File: src/rtl/i2c_slave_write_sequencer.sv
// I2C slave write-path sequencer.
// Synchronises the SCL/SDA pads, detects START/STOP, and steps through address and data
// phases. It acknowledges its own address for writes, strobes each accepted data byte into
// the Data In buffer, and NACKs reads, foreign addresses and bytes beyond NUM_BYTES.
module i2c_slave_write_sequencer #(
  parameter logic [6:0] SLAVE_ADDR = 7'h42,
  parameter int         NUM_BYTES  = 6,
  localparam int        IDX_W      = $clog2(NUM_BYTES),
  localparam int        CNT_W      = IDX_W + 1
) (
  input  logic             FPGA_clk,
  input  logic             rst,
  input  logic             SCL_i,
  input  logic             SDA_i,
  output logic             sda_pull_o,
  output logic [7:0]       rx_byte_o,
  output logic             rx_valid_o,
  output logic [IDX_W-1:0] rx_index_o,
  output logic [CNT_W-1:0] byte_count_o,
  output logic             busy_o,
  output logic             overflow_o,
  output logic             done_o
);

  localparam logic [CNT_W-1:0] MAX_BYTES = CNT_W'(NUM_BYTES);

  typedef enum logic [2:0] {
    IDLE,
    ADDR,
    ADDR_ACK,
    DATA,
    DATA_ACK,
    IGNORE
  } state_t;

  state_t           state_q;
  logic             sclSync1_q, sclSync2_q, sclHist_q;
  logic             sdaSync1_q, sdaSync2_q, sdaHist_q;
  logic [6:0]       shift_q;
  logic [7:0]       shift_d;
  logic [2:0]       bitCnt_q;
  logic             ackPhase_q;
  logic             sdaPull_q;
  logic [7:0]       rxByte_q;
  logic             rxValid_q;
  logic [IDX_W-1:0] rxIndex_q;
  logic [CNT_W-1:0] byteCount_q;
  logic             busy_q;
  logic             overflow_q;
  logic             done_q;

  logic sclRise, sclFall, startDet, stopDet;

  // Bus events seen through the synchroniser, and the byte as it would look after this bit
  assign sclRise  =  sclSync2_q & ~sclHist_q;
  assign sclFall  = ~sclSync2_q &  sclHist_q;
  assign startDet =  sclSync2_q & ~sdaSync2_q &  sdaHist_q;
  assign stopDet  =  sclSync2_q &  sdaSync2_q & ~sdaHist_q;
  assign shift_d  = {shift_q, sdaSync2_q};

  // Two-flop synchronisers plus one history flop per pad; reset to the idle-bus level
  always_ff @(posedge FPGA_clk or posedge rst) begin
    if (rst) begin
      sclSync1_q <= 1'b1;
      sclSync2_q <= 1'b1;
      sclHist_q  <= 1'b1;
      sdaSync1_q <= 1'b1;
      sdaSync2_q <= 1'b1;
      sdaHist_q  <= 1'b1;
    end else begin
      sclSync1_q <= SCL_i;
      sclSync2_q <= sclSync1_q;
      sclHist_q  <= sclSync2_q;
      sdaSync1_q <= SDA_i;
      sdaSync2_q <= sdaSync1_q;
      sdaHist_q  <= sdaSync2_q;
    end
  end

  // Transaction FSM; START/STOP take priority over any bit or ACK activity in the same cycle
  always_ff @(posedge FPGA_clk or posedge rst) begin
    if (rst) begin
      state_q     <= IDLE;
      shift_q     <= '0;
      bitCnt_q    <= '0;
      ackPhase_q  <= 1'b0;
      sdaPull_q   <= 1'b0;
      rxByte_q    <= '0;
      rxValid_q   <= 1'b0;
      rxIndex_q   <= '0;
      byteCount_q <= '0;
      busy_q      <= 1'b0;
      overflow_q  <= 1'b0;
      done_q      <= 1'b0;
    end else begin
      rxValid_q <= 1'b0;
      done_q    <= 1'b0;
      if (startDet) begin
        state_q     <= ADDR;
        bitCnt_q    <= '0;
        ackPhase_q  <= 1'b0;
        sdaPull_q   <= 1'b0;
        byteCount_q <= '0;
        overflow_q  <= 1'b0;
        busy_q      <= 1'b0;
      end else if (stopDet) begin
        state_q    <= IDLE;
        ackPhase_q <= 1'b0;
        sdaPull_q  <= 1'b0;
        busy_q     <= 1'b0;
        done_q     <= busy_q && (byteCount_q != '0);
      end else begin
        case (state_q)
          IDLE: begin
          end
          ADDR: begin
            if (sclRise) begin
              shift_q  <= shift_d[6:0];
              bitCnt_q <= bitCnt_q + 3'd1;
              if (bitCnt_q == 3'd7) begin
                if (shift_d[7:1] == SLAVE_ADDR && !shift_d[0]) begin
                  state_q <= ADDR_ACK;
                end else begin
                  state_q <= IGNORE;
                end
              end
            end
          end
          ADDR_ACK, DATA_ACK: begin
            if (sclFall) begin
              if (!ackPhase_q) begin
                sdaPull_q  <= 1'b1;
                busy_q     <= 1'b1;
                ackPhase_q <= 1'b1;
              end else begin
                sdaPull_q  <= 1'b0;
                ackPhase_q <= 1'b0;
                bitCnt_q   <= '0;
                state_q    <= DATA;
              end
            end
          end
          DATA: begin
            if (sclRise) begin
              shift_q  <= shift_d[6:0];
              bitCnt_q <= bitCnt_q + 3'd1;
              if (bitCnt_q == 3'd7) begin
                if (byteCount_q < MAX_BYTES) begin
                  rxByte_q    <= shift_d;
                  rxIndex_q   <= byteCount_q[IDX_W-1:0];
                  rxValid_q   <= 1'b1;
                  byteCount_q <= byteCount_q + CNT_W'(1);
                  state_q     <= DATA_ACK;
                end else begin
                  overflow_q <= 1'b1;
                  state_q    <= IGNORE;
                end
              end
            end
          end
          IGNORE: begin
            sdaPull_q <= 1'b0;
          end
          default: begin
            state_q <= IDLE;
          end
        endcase
      end
    end
  end

  assign sda_pull_o   = sdaPull_q;
  assign rx_byte_o    = rxByte_q;
  assign rx_valid_o   = rxValid_q;
  assign rx_index_o   = rxIndex_q;
  assign byte_count_o = byteCount_q;
  assign busy_o       = busy_q;
  assign overflow_o   = overflow_q;
  assign done_o       = done_q;

endmodule

File: config.mk
export PLATFORM = sky130hd
export DESIGN_NAME = i2c_slave_write_sequencer
export DESIGN_NICKNAME = d
export VERILOG_FILES = /design/src/rtl/i2c_slave_write_sequencer.sv
export SDC_FILE = /design/constraint.sdc
export NUM_CORES = 1
export LEC_CHECK = 0
export CORE_MARGIN = 2
export CORE_UTILIZATION = 45
export DETAILED_ROUTE_END_ITERATION = 12
export DONT_BUFFER_PORTS = 1
export PLACE_DENSITY_LB_ADDON = 0.1
export SLEW_MARGIN = 25
export SYNTH_ARGS = -nofsm -noshare
export SYNTH_HDL_FRONTEND = slang
export SYNTH_SLANG_ARGS = --single-unit
File: constraint.sdc
create_clock -name FPGA_clk -period 2.7 [get_ports FPGA_clk]
set_input_delay 0.27 -clock FPGA_clk [delete_from_list [all_inputs] [get_ports FPGA_clk]]
set_output_delay 0.27 -clock FPGA_clk [all_outputs]
set_load 0.02 [all_outputs]
-- Word-level counts from Yosys, hierarchy flattened
Cells that the tools add are included.
- output and inout bits: 20
- bits in registers: 40
- $lt $le $gt $ge: 1
- bitwise gates (word level): 12
- reductions and logical operators: 25
- equal/unequal tests: 20
- add/subtract/negate cells: 2
- muxes and demuxes: 50
- operators with widths (cell ; count):
    $mux W3 ; 14
    $mux W1 ; 27
    $mux W4 ; 6
    $ne A4 B4 Y1 const B ; 6
    $reduce_and A5 Y1 ; 3
    $pmux W3 S4 ; 1
    $eq A3 B3 Y1 const B ; 3
    $ne A3 B1 Y1 const B ; 3
    $reduce_bool A3 Y1 ; 3
    $reduce_bool A2 Y1 ; 4
    $reduce_bool A4 Y1 ; 2
    $eq A7 B7 Y1 const B ; 1
    $reduce_and A7 Y1 ; 1
    $and A1 B1 Y1 ; 6
    $eq A3 B2 Y1 const B ; 2
    $ne A3 B3 Y1 const B ; 2
    $not A1 Y1 ; 6
    $pmux W3 S2 ; 1
    $reduce_and A6 Y1 ; 1
    $reduce_or A2 Y1 ; 3
    $add A4 B1 Y4 const B ; 1
    $lt A4 B3 Y1 const B ; 1
    $ne A2 B2 Y1 const B ; 2
    $reduce_and A2 Y1 ; 2
    other kinds (8) ; 9

-- Depth between registers and ports, before layout
- depth in word-level cells: 8
- depth in mapped cells: 6
- mapped depth without buffers: 6

-- Worst setup path after synthesis
OpenSTA, ideal clock, no wires.
- path type: register -> register
- start point: reg bitCnt_q[0]
- end point: reg byteCount_q[0] (netlist: byte_count_o[0])
- required time: 2.575 ns
- setup slack: 0.809 ns
- stages on the path, launching flop included: 7
- setup time: 0.125 ns
- arrival time: 1.766 ns
- buffers on the path: 0
- cell sequence: dfrtp_1 > ha_1 > ha_1 > nor2b_1 > maj3_1 > o211ai_1 > mux2_2
- cells in the longest elaborated chain, start to end: 3
- ends and longest elaborated chain (item ; line ; source):
    from (decl) ; 41 ; logic [2:0] bitCnt_q;
    from (signal assigned) ; 119 ; bitCnt_q <= bitCnt_q + 3'd1;
    from (signal assigned) ; 146 ; bitCnt_q <= bitCnt_q + 3'd1;
    $eq A3 B3 Y1 ; 147 ; if (bitCnt_q == 3'd7) begin
    $reduce_bool A2 Y1 (no line) ; -- ;
    $reduce_and A5 Y1 (no line) ; -- ;
    to (signal assigned) ; 152 ; byteCount_q <= byteCount_q + CNT_W'(1);
    to (decl) ; 47 ; logic [CNT_W-1:0] byteCount_q;
No other way between the ends.
A chain may end at the register's enable or synchronous reset.

-- Final worst setup path
Same ends and word-level chain as after synthesis.

==> results.cfg <==
[outcome]
outcome = finished, final reports clean

[pwr]
p_seq_share_pct = 50.9
p_leak_nw = 0.9895
clock_power_share_pct = 34.7
intPower_w = 0.001083
power.switching_w = 0.0004078
pwr-share-comb_pct = 14.4
p_sw_share_pct = 27.35
ir_drop_mv = 0.3437
power_density_mw_per_mm2 = 711.5

[synth]
syn-instance-count = 157
synth_top_area_share_pct = 44.21
yosys_warnings = 0
avgSynthCellArea_um2 = 12.26
synthTopCellsByArea = dfrtp_1, dfstp_2, mux2_2, mux2_4, nor2_1
synth_nets = 165
ys_ff_latch = 40
yosys.area.top_type = dfrtp_1
synth_cell_type_count = 43
syn_area_mm2 = 0.001924
yosysSeqAreaShare_pct = 52.41

[global_route]
grt_max_degree = 23
grt_pass1_vias = 1301
grt-ovfl-total = 0
track_usage_pct = 15.79
antenna_found_initial = 0
grt_pass1_wl_um = 6044

[worst_setup_path]
critPathMaxStageDelay_ps = 410
endpoint_kind = flip-flop
crit_fanout = 3
path_class = flip-flop to flip-flop
cp.required_ps = 2880
crit_slowest_cell = maj3_1
cp.arrival_ps = 2240
cp-start-kind = flip-flop
crit_top_cell = ha_1
crit_buf_inv = 0
path_cells = ha_1, ha_1, nor2b_1, maj3_1, o211ai_1, mux2_2
cpLargestDelayFamily = adder cells

[routing]
vias = 1205
wl_per_cell_um = 16.55
wirelength_um = 3525
first_pass_iters = 4
drt_iter0_drc = 71
via_per_inst = 5.657
ant_nets = 0
route.detailed.drc = 0

[cells_and_area]
multi_input_area_um2 = 824.5
n_fill_cell = 363
syn_to_final_growth_pct = 8.908
final_nets = 170
final-seq-area_mm2 = 0.001008
antenna_cells = 0
drive_gt1_share_pct = 22.70

[clocking]
clock_latency_ps = 300
cts_tree = done
cts_buffers = 5
root_buffer = clkbuf_8
cts_max_level = 2
clkSinkCount = 40
clockBufferDepth = 2
cts_setup_buffers = 0
clk_pin_slew_ps = 80

[sta]
slew_headroom_pct = 52.35
final.setup_skew_ps = 5.462
rsz0062_at_grt = false
max_freq_mhz = 485.8
hold_viol_final = 0
period_needed_ps = 2059
tns_ps = 0
worst_slack_ps = 641.4
setup_violations = 0
fin_crit_sh_pct = 76.24
tightest_slew_ps = 714.0
drv_slew = 0

[worst_hold_path]
hp-class = flip-flop to flip-flop

[die]
die-area_mm2 = 0.004816
die_width_um = 69.40
coreArea_mm2 = 0.004058
fp-row-count = 23
initial_utilization_pct = 47.43
io_pins = 24
die_h_um = 69.40

[placed_design]
hpwl_um = 2516
portBuffers = 0
pre_cts_ws_ps = 663.8
gp_congestion = 0.8360

[flow_run]
maxCapViolCount = 0
cell families after synthesis:
kind of cell	Yosys count	synth area share (%)
XOR/XNOR	3	1.366
buffers and inverters	16	4.746
AO/OA/AOI/OAI	22	7.737
multiplexers	22	13.85
AND/OR/NAND/NOR	48	16.26
flip-flops	40	52.41
adder cells (fa/ha/maj)	6	3.641
layout by cell type, fill, tap and decap left out, types with 3 or more instances in the layout:
master	instances
inv_1	9
mux2_4	6
mux2i_1	3
mux2_2	10
nand3b_1	3
dlygate4sd3_1	3
a21oi_1	7
dfrtp_1	34
mux2_1	3
nor2b_1	4
nand2_1	8
dfstp_2	6
clkbuf_8	6
ha_1	4
nand2b_4	3
nor2_1	14
power groups by stage:
stage | registers (W) | logic [W] | clock network (W)
2_1_floorplan | 0.000730 | 0.000208 | 0
3_3_place_gp | 0.000769 | 0.000206 | 0
3_5_place_dp | 0.000773 | 0.000215 | 0
4_1_cts | 0.000760 | 0.000219 | 0.000528
5_1_grt | 0.000776 | 0.000242 | 0.000554
6_report | 0.000759 | 0.000215 | 0.000517
registers in the layout, summed over array words and instances, names as in the netlist:
| name | flops |
|---|---|
| state_q | 3 |
| sdaSync1_q | 1 |
| bitCnt_q | 3 |
| sda_pull_o | 1 |
| sdaSync2_q | 1 |
| sclHist_q | 1 |
| shift_q | 7 |
| sclSync2_q | 1 |
| sdaHist_q | 1 |
| rx_valid_o | 1 |
| sclSync1_q | 1 |
| rx_index_o | 3 |
| byte_count_o | 4 |
| overflow_o | 1 |
| rx_byte_o | 8 |
| busy_o | 1 |
| ackPhase_q | 1 |
| done_o | 1 |
final timing paths:
path | slack, ps | cells after the start | startpoint | endpoint
max | 640 | 6 | bitCnt_q[0] | byte_count_o[0]
min | 360 | 0 | sclSync1_q | sclSync2_q
max reg2reg | 640 | 6 | bitCnt_q[0] | byte_count_o[0]
min reg2reg | 360 | 0 | sclSync1_q | sclSync2_q
max in group asynchronous | 1350 | 3 | rst | sclSync1_q
min in group asynchronous | 530 | 2 | rst | rx_byte_o[3]
Yosys cell counts (all sizes together):
cell	instances
a2111o	1
a211oi	2
a21o	2
a21oi	7
a221oi	1
a22oi	1
a311oi	1
a31oi	2
and2	1
and3b	2
and4b	1
buf	5
clkbuf	2
dfrtp	34
dfstp	6
ha	4
inv	9
maj3	2
mux2	19
mux2i	3
nand2	8
nand2b	4
nand3b	3
nand4	2
nor2	14
nor2b	4
nor3b	1
nor4	3
nor4b	2
nor4bb	1
o211ai	1
o21ai	2
o311ai	1
o31a	1
or2	1
or4b	1
xnor2	1
xor2	2
final cells by class:
class,instances,area share (%)
repair buffers,5,2.149
clock buffers,6,3.940
clock inverters,2,1.851
flip-flops and latches,40,48.12
multi-input cells,101,39.34
inverters,9,1.612
well taps,50,2.985
metal layers:
| layer | vias up | GRT usage [%] | part of all wire (%) |
|---|---|---|---|
| met5 | - | 0 | 0 |
| met4 | 0 | 6.754 | 1.2 |
| met3 | 4 | 5.814 | 5.9 |
| met2 | 32 | 24.04 | 48 |
| met1 | 607 | 20.21 | 45 |
| li1 | 562 | - | - |
per-stage QoR:
step / instance area (um^2) / hold slack (ps) / power, W / util (%) / cells
2_1_floorplan: 1924 / 274.5 / 0.0009375 / - / 157
3_5_place_dp: 1944 / 274.5 / 0.0009874 / 47.92 / 202
4_1_cts: 2096 / 358.5 / 0.001507 / 51.65 / 213
3_3_place_gp: 1944 / 274.5 / 0.0009759 / 47.92 / 202
6_report: 2096 / 357.8 / 0.001491 / 51.65 / 213
5_1_grt: 2096 / 366.3 / 0.001572 / 51.65 / 213
repair_timing:
item | in CTS | in global routing
gates resized for setup | 0 | 0
endpoints found under the hold margin | 20 | 0
hold buffers | 3 | 0
Power figures use the tool's default switching activity.
